`config.mk`:
```
export PLATFORM = sky130hd
export DESIGN_NAME = ps2rx_fifo
export DESIGN_NICKNAME = d
export VERILOG_FILES = /design/src/rtl/ps2rx_fifo.sv
export SDC_FILE = /design/constraint.sdc
export NUM_CORES = 1
export LEC_CHECK = 0
export ABC_AREA = 0
export CAP_MARGIN = 20
export CORE_MARGIN = 2
export CORE_UTILIZATION = 60
export DETAILED_ROUTE_END_ITERATION = 6
export PLACE_DENSITY = 0.86
export SYNTH_ARGS = -nofsm -noshare
export SYNTH_HDL_FRONTEND = slang
export SYNTH_SLANG_ARGS = --single-unit
```
`constraint.sdc`:
```
create_clock -name clk -period 6.4 [get_ports clk]
set_input_delay 0.64 -clock clk [delete_from_list [all_inputs] [get_ports clk]]
set_output_delay 0.64 -clock clk [all_outputs]
set_load 0.03 [all_outputs]
```
`src/rtl/ps2rx_fifo.sv`:
```
// ps2rx_fifo: filtered PS/2 receiver with parity/stop checking and valid/ready output FIFO; optional frame timeout via PS2RX_TIMEOUT_EN
module ps2rx_fifo #(
  parameter int FILTER_LEN     = 8,
  parameter int FIFO_DEPTH     = 4,
  parameter int TIMEOUT_CYCLES = 50000
) (
  input  logic                         clk,
  input  logic                         reset_n,
  input  logic                         ps2d,
  input  logic                         ps2c,
  input  logic                         rx_en,
  output logic                         rx_idle,
  output logic                         m_valid,
  input  logic                         m_ready,
  output logic [7:0]                   m_data,
  output logic [$clog2(FIFO_DEPTH):0]  fifo_count,
  output logic                         parity_err_tick,
  output logic                         frame_err_tick,
  output logic                         overrun_tick,
  output logic                         timeout_tick
);
  localparam int AW = $clog2(FIFO_DEPTH);
  typedef enum logic [1:0] {IDLE, DATA, CHECK} state_t;
  state_t                state;
  logic [FILTER_LEN-1:0] filt, filt_next;
  logic                  f_ps2c, f_next, fall_edge;
  logic [3:0]            cnt;
  logic [9:0]            sh;
  logic                  check, push, pop, full, wr, ovr, to;
  logic [7:0]            mem [FIFO_DEPTH];
  logic [AW-1:0]         wp, rp;

  assign filt_next = {ps2c, filt[FILTER_LEN-1:1]};
  assign f_next    = &filt_next ? 1'b1 : ~|filt_next ? 1'b0 : f_ps2c;
  assign fall_edge = f_ps2c & ~f_next;
  assign rx_idle   = state == IDLE;
  assign check     = state == CHECK;
  assign push      = check & sh[9] & ^sh[8:0];
  assign m_valid   = fifo_count != '0;
  assign pop       = m_valid & m_ready;
  assign full      = fifo_count == (AW+1)'(FIFO_DEPTH);
  assign wr        = push & (~full | pop);
  assign ovr       = push & full & ~pop;
  assign m_data    = mem[rp];

`ifdef PS2RX_TIMEOUT_EN
  localparam int TW = $clog2(TIMEOUT_CYCLES);
  logic [TW-1:0] tcnt;
  assign to = (state == DATA) & ~fall_edge & (tcnt == TW'(TIMEOUT_CYCLES - 1));
  // Time spent in DATA since the last clock edge; idle states hold it at zero
  always_ff @(posedge clk or negedge reset_n)
    if (!reset_n) tcnt <= '0;
    else tcnt <= (fall_edge || state != DATA) ? '0 : tcnt + 1'b1;
`else
  assign to = 1'b0;
`endif

  // Deglitch ps2c: the filtered clock only moves once the whole window agrees
  always_ff @(posedge clk or negedge reset_n)
    if (!reset_n) begin
      filt   <= '1;
      f_ps2c <= 1'b1;
    end else begin
      filt   <= filt_next;
      f_ps2c <= f_next;
    end

  // Frame FSM; error/overrun/timeout pulses are registered from the same decisions
  always_ff @(posedge clk or negedge reset_n)
    if (!reset_n) begin
      state           <= IDLE;
      cnt             <= '0;
      sh              <= '0;
      parity_err_tick <= 1'b0;
      frame_err_tick  <= 1'b0;
      overrun_tick    <= 1'b0;
      timeout_tick    <= 1'b0;
    end else begin
      frame_err_tick  <= check & ~sh[9];
      parity_err_tick <= check & sh[9] & ~^sh[8:0];
      overrun_tick    <= ovr;
      timeout_tick    <= to;
      case (state)
        IDLE:
          if (fall_edge & rx_en & ~ps2d) begin
            state <= DATA;
            cnt   <= 4'd9;
          end
        DATA:
          if (to) begin
            state <= IDLE;
            sh    <= '0;
          end else if (fall_edge) begin
            sh <= {ps2d, sh[9:1]};
            if (cnt == 4'd0) state <= CHECK;
            else cnt <= cnt - 4'd1;
          end
        default: state <= IDLE;
      endcase
    end

  // Show-ahead FIFO; a pop frees a slot for a push in the same cycle
  always_ff @(posedge clk or negedge reset_n)
    if (!reset_n) begin
      wp         <= '0;
      rp         <= '0;
      fifo_count <= '0;
      for (int i = 0; i < FIFO_DEPTH; i++) mem[i] <= '0;
    end else begin
      if (wr) begin
        mem[wp] <= sh[7:0];
        wp      <= wp + 1'b1;
      end
      if (pop) rp <= rp + 1'b1;
      fifo_count <= fifo_count + {{AW{1'b0}}, wr} - {{AW{1'b0}}, pop};
    end
endmodule

```
Word level (Yosys, flattened, before mapping)
Index checks and enable logic that the tools add are counted.
Word-level totals
  bits in registers: 67
  input bits: 6
  output and inout port bits: 17
Operators by class
  add/subtract/negate cells: 5
  magnitude comparators: 3
  equal/unequal tests: 7
  muxes and demuxes: 16
  bitwise operators: 19
  reduce and logical (&&, ||, !) cells: 12
Operator list (number)
  bitwise mux 32 bit: 1
  two-way mux 8 bit: 3
  binary-select mux 8 bit (select 2 bit): 1
  demux 8 bit (select 2 bit): 1
  two-way mux 4 bit: 3
  bitwise AND 1 bit: 11
  XNOR reduction 9 bit: 1
  parity 9 bit: 1
  case mux 4 bit (2 select lines): 1
  AND reduction 8 bit: 1
  OR reduction 8 bit: 1
  >= comparator 3 bit (second input constant): 2
  two-way mux 2 bit: 3
  inequality test 2 bit (second input constant): 3
  inverter 2 -> 3 bit: 2
  inverter 1 bit: 5
  adder 2 x 1 -> 2 bit (second input constant): 2
  logical NOT 4 bit: 1
  case mux 2 bit (2 select lines): 1
  AND reduction 4 bit: 1
  subtractor 4 x 1 -> 4 bit (second input constant): 1
  adder 3 x 1 -> 3 bit: 1
  equality test 3 bit (second input constant): 1
  < comparator 3 x 1 -> 1 bit (second input constant): 1
  12 further kinds: 13

Logic depth before layout (Yosys ltp)
Gate-level depths: netlist of the first run.
  depth in word-level cells: 9
  gate-level depth with buffers: 11
  depth with buffers taken out: 10

Least setup slack after synthesis of the first run
No wires, ideal clock.
  path type: input port to flip-flop
  start point: in m_ready
  end point: reg fifo_count[2]
  library setup time: 0.136 ns
  arrival time: 2.792 ns
  data required time: 6.264 ns
  setup slack: 3.472 ns
  stages on the path: 11
  buffers on the path: 1
  cell sequence: or4b_2 clkbuf_1 nand3_1 mux2_4 ha_1 inv_1 ha_1 inv_1 fa_1 xnor2_1 xnor2_1
Between the ends
  cells in the longest elaborated chain, start to end: 5
RTL lines
  start: declaration: RTL line 14  | input logic m_ready,
  bitwise AND 1 bit (*): RTL line 40  | assign pop = m_valid & m_ready;
  bitwise OR 1 bit: RTL line 42  | assign wr = push & (~full | pop);
  bitwise AND 1 bit: RTL line 42
  adder 3 x 1 -> 3 bit: RTL line 115  | fifo_count <= fifo_count + {{AW{1'b0}}, wr} - {{AW{1'b0}}, pop};
  subtractor 3 x 1 -> 3 bit (*): RTL line 115
  end signal: assignment: RTL line 115
  end: declaration: RTL line 16  | output logic [$clog2(FIFO_DEPTH):0] fifo_count,
Mark *: on every way between the ends. The rest lies on a longest branch, timed or not.
A chain may end at the register's enable or synchronous reset.

Final worst setup path of the first run
Same ends and word-level chain as after synthesis.

==> results by group, run 1 <==
Global route
  – Vias in the first global route: roughly 1700
  – Initial antenna violation count: 0
  – First-pass GRT wire length: 8250 microns
  – GRT overflow: 0
  – Gr usage total: ~20%
  – Pin count of the biggest net entering global routing: 67

Worst setup path
  – Critical path, cell by cell: clkdlybuf4s50_1 -> or4b_2 -> nand3_1 -> mux2_4 -> ha_1 -> inv_1 -> ha_1 -> inv_1 -> fa_1 -> xnor2_1 -> xnor2_1
  – Crit Path Class: in -> reg
  – Worst endpoint required time: approximately 6.6 ns
  – CP Launch Type: input pin
  – CP max stage delay: roughly 0.76 ns
  – Critical-path cell with the highest stage delay: or4b_2
  – Crit path buffers/inverters: 3
  – Top Family by Delay on Critical Path: simple AND/OR/NAND/NOR gates
  – Crit end category: flip-flop
  – Arrival time at the worst endpoint: between 3 and 4 ns
  – Crit Path Max Fanout: 11

Timing
  – Slew Limit Fails: 0
  – Fin crit share: ~47%
  – Period minus WS final: approximately 3.0 ns
  – Final hold violations: 0
  – Max Clk Rate: about 0.33 GHz
  – Setup_tns: 0 ns
  – RSZ-0062 raised after global routing: no
  – Worst slew pin tran: between 0.7 and 0.8 ns
  – Clock Skew: around 0.0063 ns
  – Max_slew headroom: between 40% and 50%
  – Final setup viols: 0

Clocking
  – Clock tree buffer depth: 2
  – Root Buffer: clkbuf_8
  – Post-CTS sizing: 0
  – Setup Buffers After CTS: 0
  – Clock-pin slew on the worst setup and hold paths: 0.06 ns
  – Worst-Skew Late Latency: around 0.33 ns
  – CTS Hold Buffers Added: 0
  – Clk sinks: 66
  – Total CTS buffers: 9
  – Htree depth: 3
  – TritonCTS clock tree: yes

Place
  – Placed cell area: ~0.0033 sq mm
  – PortBufs: 21
  – GP Congestion: around 0.71
  – HPWL after DPL: 3290 microns

Drt
  – Routed len/inst: between 15 and 20 microns
  – Post-route DRC violation count: 0
  – Vias per inst: 5.61
  – DRT Wirelength: ~5000 microns
  – Via count: between 1500 and 2000
  – Initial DRT Pass Iterations: 4
  – Post-route ant nets: 0
  – DRT iter0 DRCs: 71

Synthesis
  – Synth Flop Type: dfrtp_1
  – Post-synthesis sequential area ratio: about 54%
  – Post-synth top area share: 47.2%
  – EDFF count, synth: 0
  – Yosys warnings: 0
  – Yosys top cell by area: dfrtp_1
  – Yosys cell types: 39
  – Syn_area_per_cell: ~15 sq um
  – FFs w/ async S/R, synth: 100%
  – Ranking of synthesized cells by area: dfrtp_1 (47%), mux2_2 (14%), dfstp_2 (6.8%)
  – Syn_nets: 224
  – Mapped Area: 0.00308 sq mm
  – Syn Inst Count: approximately 210
  – #FFs+latches synth: 66

Final layout
  – Antenna diodes: 0
  – Multi-input gate area: 0.00135 sq mm
  – Design Area, Final: 0.00354 sq mm
  – Post-layout util: 70.2%
  – Nets: between 200 and 250
  – Commonest non-fill, non-tap cells in the layout: dfrtp_1 (58), mux2_2 (39), clkdlybuf4s50_1 (20)
  – Commonest non-fill, non-tap cell in the layout: dfrtp_1
  – Register Area: ~0.0017 sq mm
  – FILL cells: 342
  – Area growth syn-to-layout: 15.1%
  – Layout cells sized above 1: between 30% and 40%

Die
  – Die Ht: ~76 microns
  – Die Wd: roughly 76 microns
  – FP Rows: 26
  – Total die area: between 0.005 and 0.006 sq mm
  – # IOs: 23
  – Initial Utilization: 61.0%
  – Core area: approximately 0.0050 sq mm

Min path
  – Worst hold path class: reg -> reg

Status
  – Status: finished, final reports clean

Pwr
  – Static Leak: approximately 0.0016 uW
  – Max VDD drop: ~0.16 mV
  – Power Density: between 200 and 250 mW/mm^2

Run
  – Max Cap Viol: 0
## state kept, by name, summed over array words and instances, names as in the netlist
signal           count
mem                 32
sh                  10
f_ps2c               1
fifo_count           3
state                2
cnt                  4
filt                 7
parity_err_tick      1
wp                   2
frame_err_tick       1
rp                   2
overrun_tick         1
## through the flow
step	hold WS (ns)	worst slack [ns]	instances	total power, uW
2_1_floorplan	0.344	3.47	209	443
3_3_place_gp	0.362	3.10	293	456
3_5_place_dp	0.364	3.05	293	457
4_1_cts	0.374	3.40	309	802
5_1_grt	0.381	3.27	309	823
6_report	0.372	3.39	309	791
## final timing paths
path                          from            end  slack [ns]  depth (start not counted)
max                        m_ready  fifo_count[2]        3.39                         11
min                        filt[6]        filt[5]        0.37                          0
max reg2reg                  sh[4]  fifo_count[2]        3.50                         10
min reg2reg                filt[6]        filt[5]        0.37                          0
max in group asynchronous  reset_n          wp[0]        5.41                          2
min in group asynchronous  reset_n        mem[19]        0.48                          2
## area by class of cell
cell class / count / area share, %
sequential: 66 / 46.9
multi-input combinational: 127 / 38.1
clock inverter: 3 / 1.13
clock buffer: 13 / 4.49
timing repair buffer: 22 / 6.00
tap: 70 / 2.47
inverter: 8 / 0.848
## cell families (layout without fill, tap and decap cells)
logic type | count (synthesis) | in the layout | share of synthesized area [%]
xor+xnor | 12 | 12 | 4.84
fa+ha+maj | 9 | 9 | 3.90
simple gates | 37 | 37 | 7.44
mux | 56 | 56 | 25.1
buf+inv | 16 | 46 | 2.07
other cells | 1 | 1 | 0.122
compound gates | 12 | 12 | 2.48
flops | 66 | 66 | 54.0
## layer usage
| metal | wire [microns] | track usage (%) | vias up |
|---|---|---|---|
| li1 | - | - | 819 |
| met1 | 2230 | 25.8 | 877 |
| met2 | 2490 | 32.6 | 32 |
| met3 | 217 | 6.75 | 6 |
| met4 | 51 | 7.60 | 0 |
| met5 | 0 | 0 | - |
## where the power goes
part,switching [uW],total [uW],internal (uW)
clock network,142,342,200
registers,4.68,429,424
logic,12.7,19.4,6.61
total,159,791,631
## cells in the mapped netlist, types with 3 or more instances
cell / number
and2_1: 4
clkbuf_1: 6
dfrtp_1: 58
dfstp_2: 8
ha_1: 8
inv_1: 8
mux2_1: 3
mux2_2: 39
mux2i_4: 4
mux4_2: 8
nand4_1: 11
nor2b_1: 4
nor3b_1: 3
o21ai_0: 6
or3_1: 3
xnor2_1: 7
Note: power is estimated with default switching activity, not from simulation.
==> run 2, diff against run 1 <==
--- a/config.mk
+++ b/config.mk
@@ -8,9 +8,9 @@
 export ABC_AREA = 0
 export CAP_MARGIN = 20
 export CORE_MARGIN = 2
-export CORE_UTILIZATION = 60
+export CORE_UTILIZATION = 52
 export DETAILED_ROUTE_END_ITERATION = 6
-export PLACE_DENSITY = 0.86
+export PLACE_DENSITY = 0.8
 export SYNTH_ARGS = -nofsm -noshare
 export SYNTH_HDL_FRONTEND = slang
 export SYNTH_SLANG_ARGS = --single-unit
==> constraint.sdc (replaced) <==
create_clock -name clk -period 2.7 [get_ports clk]
set_input_delay 0.27 -clock clk [delete_from_list [all_inputs] [get_ports clk]]
set_output_delay 0.27 -clock clk [all_outputs]
set_load 0.03 [all_outputs]
==> results by group, run 2 (synthesis results as in run 1) <==
Clocking
  – Clk sinks: 66 (unchanged)
  – Clock-pin slew on the worst setup and hold paths: 0.07 ns (was 0.06 ns)
  – Total CTS buffers: 9 (unchanged)
  – TritonCTS clock tree: yes (unchanged)
  – Clock tree buffer depth: 2 (unchanged)
  – Htree depth: 3 (unchanged)
  – Worst-Skew Late Latency: 0.33 ns (about the same)
  – Root Buffer: clkbuf_8 (unchanged)

Worst setup path
  – Crit end category: flip-flop (unchanged)
  – Critical-path cell with the highest stage delay: xnor3_2 (was or4b_2)
  – CP Launch Type: flip-flop (was input pin)
  – CP max stage delay: 0.46 ns (was 0.76 ns)
  – Cells on worst reg2reg path: 10 (unchanged)
  – Arrival time at the worst endpoint: 2.81 ns (was 3.22 ns)
  – Critical path, cell by cell: xor2_1 -> xnor3_2 -> mux2_4 -> ha_4 -> inv_1 -> ha_2 -> inv_2 -> fa_2 -> xnor2_2 -> xnor2_1 (was clkdlybuf4s50_1 -> or4b_2 -> nand3_1 -> mux2_4 -> ha_1 -> inv_1 -> ha_1 -> inv_1 -> fa_1 -> xnor2_1 -> xnor2_1)
  – Crit Path Max Fanout: 5 (was 11)
  – Worst endpoint required time: 2.91 ns (was 6.61 ns)
  – Crit Path Class: reg -> reg (was in -> reg)

Place
  – HPWL after DPL: 3580 microns (was 3290 microns)
  – PortBufs: 21 (unchanged)
  – GP Congestion: 0.719 (was 0.715)
  – Placed cell area: 0.00344 sq mm (was 0.00334 sq mm)

Final layout
  – Layout cells sized above 1: 41.1% (was 33.5%)
  – Commonest non-fill, non-tap cells in the layout: dfrtp_1 (56), mux2_2 (39), clkdlybuf4s50_1 (20) (was dfrtp_1 (58), mux2_2 (39), clkdlybuf4s50_1 (20))
  – Antenna diodes: 0 (unchanged)
  – Largest Register: mem (unchanged)
  – Nets: 263 (was 249)
  – Max reg flops: 32 (unchanged)
  – Commonest non-fill, non-tap cell in the layout: dfrtp_1 (unchanged)
  – Design Area, Final: 0.00368 sq mm (was 0.00354 sq mm)
  – Top flop regs: mem x32, sh x10, filt x7 (unchanged)
  – Area growth syn-to-layout: 19.5% (was 15.1%)
  – FILL cells: 442 (was 342)

Timing
  – Setup_tns: 0 ns (unchanged)
  – Max_slew headroom: 46.6% (was 47.4%)
  – Fin crit share: 96.5%
  – Worst slew pin tran: 0.802 ns (was 0.789 ns)
  – Slew Limit Fails: 0 (unchanged)
  – Period minus WS final: about 2.6 ns
  – Final setup viols: 0 (unchanged)
  – Final hold violations: 0 (unchanged)
  – Clock Skew: 0.0110 ns (was 0.00634 ns)
  – Max Clk Rate: roughly 0.38 GHz

Drt
  – DRT Wirelength: 5240 microns (was 4980 microns)
  – Post-route ant nets: 0 (unchanged)
  – DRT iter0 DRCs: 87 (was 71)
  – Via count: 1768 (was 1734)
  – Initial DRT Pass Iterations: 4 (unchanged)
  – Post-route DRC violation count: 0 (unchanged)
  – Vias per inst: 5.39 (was 5.61)
  – Routed len/inst: 16.0 microns (was 16.1 microns)

Pwr
  – Power Density: 496 mW/mm^2 (was 223 mW/mm^2)
  – Max VDD drop: 0.436 mV (was 0.164 mV)
  – Static Leak: 0.00169 uW (was 0.00163 uW)

Die
  – FP Rows: 28 (was 26)
  – Die Ht: 80.9 microns (was 75.6 microns)
  – Initial Utilization: 52.9% (was 61.0%)
  – Core area: 0.00582 sq mm (was 0.00504 sq mm)
  – Die Wd: 80.9 microns (was 75.6 microns)
  – # IOs: 23 (unchanged)
  – Total die area: 0.00655 sq mm (was 0.00572 sq mm)

Global route
  – GRT overflow: 0 (unchanged)
  – Initial antenna violation count: 0 (unchanged)
  – Gr usage total: 19.2% (was 20.3%)
  – Vias in the first global route: 1935 (was 1728)
  – Pin count of the biggest net entering global routing: 67 (unchanged)
  – First-pass GRT wire length: 9240 microns (was 8250 microns)

Status
  – Status: finished, final reports clean (unchanged)

Min path
  – Worst hold path class: in -> async (was reg -> reg)

Run
  – Max Cap Viol: 0 (unchanged)
[run 2: cell count changes in the layout (fill, tap and decap cells not counted), sizes merged]
cell	previous run	this run
clkbuf	13	12
bufinv	1	0
buf	2	16
clkinvlp	0	2
[run 2: where the power goes]
| part | internal (uW) | switching [uW] |
|---|---|---|
| Clock | 405 | 354 |
| Combinational | 16.8 | 32.5 |
| Sequential | 1010 | 9.25 |
[run 2: area by class of cell]
class | instances | area [sq um] | area share (%)
clock inverters | 4 | 25.0 | 0.681
clock buffers | 12 | 165 | 4.49
well taps | 75 | 93.8 | 2.55
repair buffers | 36 | 318 | 8.64
inverters | 8 | 30.0 | 0.817
flip-flops and latches | 66 | 1660 | 45.3
multi-input cells | 127 | 1380 | 37.6
[run 2: routing by layer]
metal / track usage [%] / part of all wire, %
met3: 5.33 / 3.1
met4: 8.14 / 1.6
met5: 0 / 0
met2: 31.5 / 51
met1: 24.1 / 45
[run 2: what timing repair did]
item / 4_1_cts / 5_1_grt
gates resized for setup: 0 / 6
buffers inserted: 0 / 3
setup endpoints to repair: 0 / 1
hold buffers: 0 / 0
[run 2: critical path, delay by kind of cell, from the launching register on]
| family | cells | cell delay [ns] |
|---|---|---|
| multiplexers | 1 | 0.34 |
| XOR/XNOR | 4 | 0.88 |
| adder cells (fa/ha/maj) | 3 | 0.73 |
| flip-flops | 1 | 0.43 |
| buffers and inverters | 2 | 0.09 |
[run 2: final timing paths]
check                      slack (ns)       endpoint     from
min reg2reg                      0.38        filt[4]  filt[5]
max                               0.1  fifo_count[2]    sh[7]
max in group asynchronous        2.02          sh[7]  reset_n
min                              0.11        mem[29]  reset_n
min in group clk                 0.38        filt[4]  filt[5]
max reg2reg                       0.1  fifo_count[2]    sh[7]
[run 2: per-stage QoR]
| step | power (uW) | setup slack [ns] | std cells | hold WS, ns | utilization, % |
|---|---|---|---|---|---|
| finish | 1820 | 0.0953 | 328 | 0.111 | 63.2 |
| global route | 1910 | -0.00424 | 328 | 0.184 | 63.2 |
| CTS | 1850 | 0.0569 | 325 | 0.129 | 62.4 |
| detailed placement | 1080 | 0.0241 | 309 | 0.367 | 59.1 |
| global placement | 1080 | 0.0944 | 309 | 0.365 | 59.1 |
| floorplan | 1050 | 0.0161 | 209 | -0.0256 | - |
==> run 3, diff against run 2 <==
==> constraint.sdc (replaced) <==
create_clock -name clk -period 2.15 [get_ports clk]
set_input_delay 0.215 -clock clk [delete_from_list [all_inputs] [get_ports clk]]
set_output_delay 0.215 -clock clk [all_outputs]
set_load 0.03 [all_outputs]
==> results by group, run 3 (synthesis results as in run 1) <==
Clocking
  – Htree depth: 3 (unchanged)
  – Clock tree buffer depth: 2 (unchanged)
  – TritonCTS clock tree: yes (unchanged)
  – Clk sinks: 66 (unchanged)
  – Total CTS buffers: 9 (unchanged)
  – Root Buffer: clkbuf_8 (unchanged)
  – Clock-pin slew on the worst setup and hold paths: 0.07 ns (about the same)
  – Worst-Skew Late Latency: 0.34 ns (was 0.33 ns)

Worst setup path
  – Crit Path Class: reg -> reg (unchanged)
  – Crit Path Max Fanout: 2 (was 5)
  – Worst endpoint required time: 2.38 ns (was 2.91 ns)
  – Crit end category: flip-flop (unchanged)
  – Arrival time at the worst endpoint: 2.68 ns (was 2.81 ns)
  – CP Launch Type: flip-flop (unchanged)

Pwr
  – Gate power share: 2.9% (was 2.7%)
  – Clk pwr share: 44.6% (was 41.6%)
  – Sw Pwr: 506 uW (was 396 uW)
  – Switching Share: 20.8% (was 21.7%)
  – Max VDD drop: 0.455 mV (was 0.436 mV)
  – Power Density: 612 mW/mm^2 (was 496 mW/mm^2)
  – Sequential Power Share: 52.5% (was 55.7%)
  – Static Leak: 0.00189 uW (was 0.00169 uW)
  – Internal power: 1920 uW (was 1430 uW)

Run
  – Max Cap Viol: 0 (unchanged)

Global route
  – Pin count of the biggest net entering global routing: 42 (was 67)
  – GRT overflow: 0 (unchanged)
  – Vias in the first global route: 1857 (was 1935)
  – Initial antenna violation count: 0 (unchanged)
  – First-pass GRT wire length: 9050 microns (was 9240 microns)
  – Gr usage total: 19.0% (was 19.2%)

Die
  – Total die area: 0.00655 sq mm (unchanged)
  – Die Wd: 80.9 microns (unchanged)
  – Core area: 0.00582 sq mm (unchanged)
  – FP Rows: 28 (unchanged)
  – # IOs: 23 (unchanged)
  – Initial Utilization: 52.9% (unchanged)
  – Die Ht: 80.9 microns (unchanged)

Drt
  – Initial DRT Pass Iterations: 4 (unchanged)
  – Via count: 1871 (was 1768)
  – DRT iter0 DRCs: 81 (was 87)
  – Post-route DRC violation count: 0 (unchanged)
  – DRT Wirelength: 5490 microns (was 5240 microns)
  – Routed len/inst: 15.6 microns (was 16.0 microns)
  – Vias per inst: 5.33 (was 5.39)
  – Post-route ant nets: 0 (unchanged)

Final layout
  – Max reg flops: 32 (unchanged)
  – Layout cells sized above 1: 45.3% (was 41.1%)
  – Antenna diodes: 0 (unchanged)
  – FILL cells: 430 (was 442)
  – Top flop regs: mem x32, sh x10, filt x7 (unchanged)
  – Area growth syn-to-layout: 29.0% (was 19.5%)
  – Commonest non-fill, non-tap cells in the layout: dfrtp_1 (57), mux2_2 (38), buf_4 (30) (was dfrtp_1 (56), mux2_2 (39), clkdlybuf4s50_1 (20))
  – Largest Register: mem (unchanged)
  – Commonest non-fill, non-tap cell in the layout: dfrtp_1 (unchanged)
  – Nets: 286 (was 263)
  – Design Area, Final: 0.00397 sq mm (was 0.00368 sq mm)

Timing
  – Clock Skew: 0.00759 ns (was 0.0110 ns)
  – Period minus WS final: 2.46 ns (was 2.60 ns)
  – Fin crit share: 114% (was 96.5%)
  – Final setup viols: 2 (was 0)
  – RSZ-0062 raised after global routing: yes
  – Worst slew pin tran: 0.595 ns (was 0.802 ns)
  – Max_slew headroom: 60.3% (was 46.6%)
  – Final critical-path setup slack: -0.305 ns (was 0.0953 ns)
  – Final hold violations: 0 (unchanged)
  – Max Clk Rate: 0.407 GHz (was 0.384 GHz)
  – Slew Limit Fails: 0 (unchanged)

Place
  – HPWL after DPL: 3950 microns (was 3580 microns)
  – Placed cell area: 0.00371 sq mm (was 0.00344 sq mm)
  – GP Congestion: 0.764 (was 0.719)
  – PortBufs: 21 (unchanged)
  – Post-Place Setup Slack: -0.418 ns (was 0.0241 ns)

Status
  – Status: complete, but fails checks (was finished, final reports clean)
  – Failing checks: negative setup slack

Min path
  – Worst hold path class: in -> reg (was in -> async)
run 3: cell types whose count changed in the layout (fill, tap and decap cells not counted), moves of 2 or more:
| cell | before | now |
|---|---|---|
| buf_4 | 15 | 30 |
| clkdlybuf4s50_1 | 20 | 11 |
| dlygate4sd2_1 | 0 | 9 |
| buf_12 | 0 | 6 |
| clkinv_2 | 2 | 0 |
run 3: what timing repair did:
action / CTS / global route
pin swaps: 5 / 1
setup buffers: 1 / 2
resized for setup: 10 / 3
hold buffers: 1 / 0
endpoints found under the setup margin: 11 / 2
hold endpoints to repair: 17 / 0
run 3: power by group through the flow:
| stage | clock (uW) | combinational, uW | sequential (uW) |
|---|---|---|---|
| detailed placement | 0 | 71.3 | 1300 |
| global route | 1170 | 81.9 | 1270 |
| global placement | 0 | 68.4 | 1290 |
| floorplan | 0 | 24.7 | 1290 |
| CTS | 1110 | 73.2 | 1270 |
| finish | 1080 | 71.6 | 1270 |
run 3: cell type report:
cell class | instances | area (sq um) | area share, %
multi-input cells | 127 | 1400 | 35.3
flip-flops and latches | 66 | 1660 | 41.9
repair buffers | 59 | 564 | 14.2
well taps | 75 | 93.8 | 2.37
inverters | 8 | 30.0 | 0.757
clock buffers | 13 | 169 | 4.26
clock inverters | 3 | 46.3 | 1.17
run 3: worst max-delay path: stages (launching register included):
cell and delay (ns):
dfrtp_1 0.38, xor2_1 0.16, xnor3_2 0.47, mux2_4 0.33, ha_4 0.21, inv_2 0.06, ha_4 0.11, inv_2 0.03
fa_2 0.34, xnor2_2 0.14, xnor2_1 0.12
run 3: metal layers:
layer	vias up	share of wire, %	global-route usage (%)
li1	893	-	-
met1	944	47	25.7
met2	30	48	28.7
met3	4	3.8	6.78
met4	0	0.77	6.78
met5	-	0	0
run 3: worst paths after layout:
path	start	end	slack (ns)	cells after the start
worst max-delay path	sh[4]	fifo_count[2]	-0.31	10
worst min register to register	filt[2]	filt[1]	0.37	0
min in group asynchronous	reset_n	mem[30]	0.41	2
max in group asynchronous	reset_n	fifo_count[1]	1.11	3
worst min-delay path	ps2c	filt[7]	0.33	1
worst max register to register	sh[4]	fifo_count[2]	-0.31	10
run 3: stage by stage:
step           total power, uW  util, %  setup TNS [ns]  std cells  hold slack (ns)
6_report                  2430     68.2          -0.540        351            0.335
2_1_floorplan             1320        -          -0.926        209          -0.0806
3_5_place_dp              1370     63.8          -0.742        331            0.250
5_1_grt                   2520     68.2          -0.678        351            0.314
3_3_place_gp              1360     63.8          -0.626        331            0.244
4_1_cts                   2460     67.8          -0.579        349            0.315
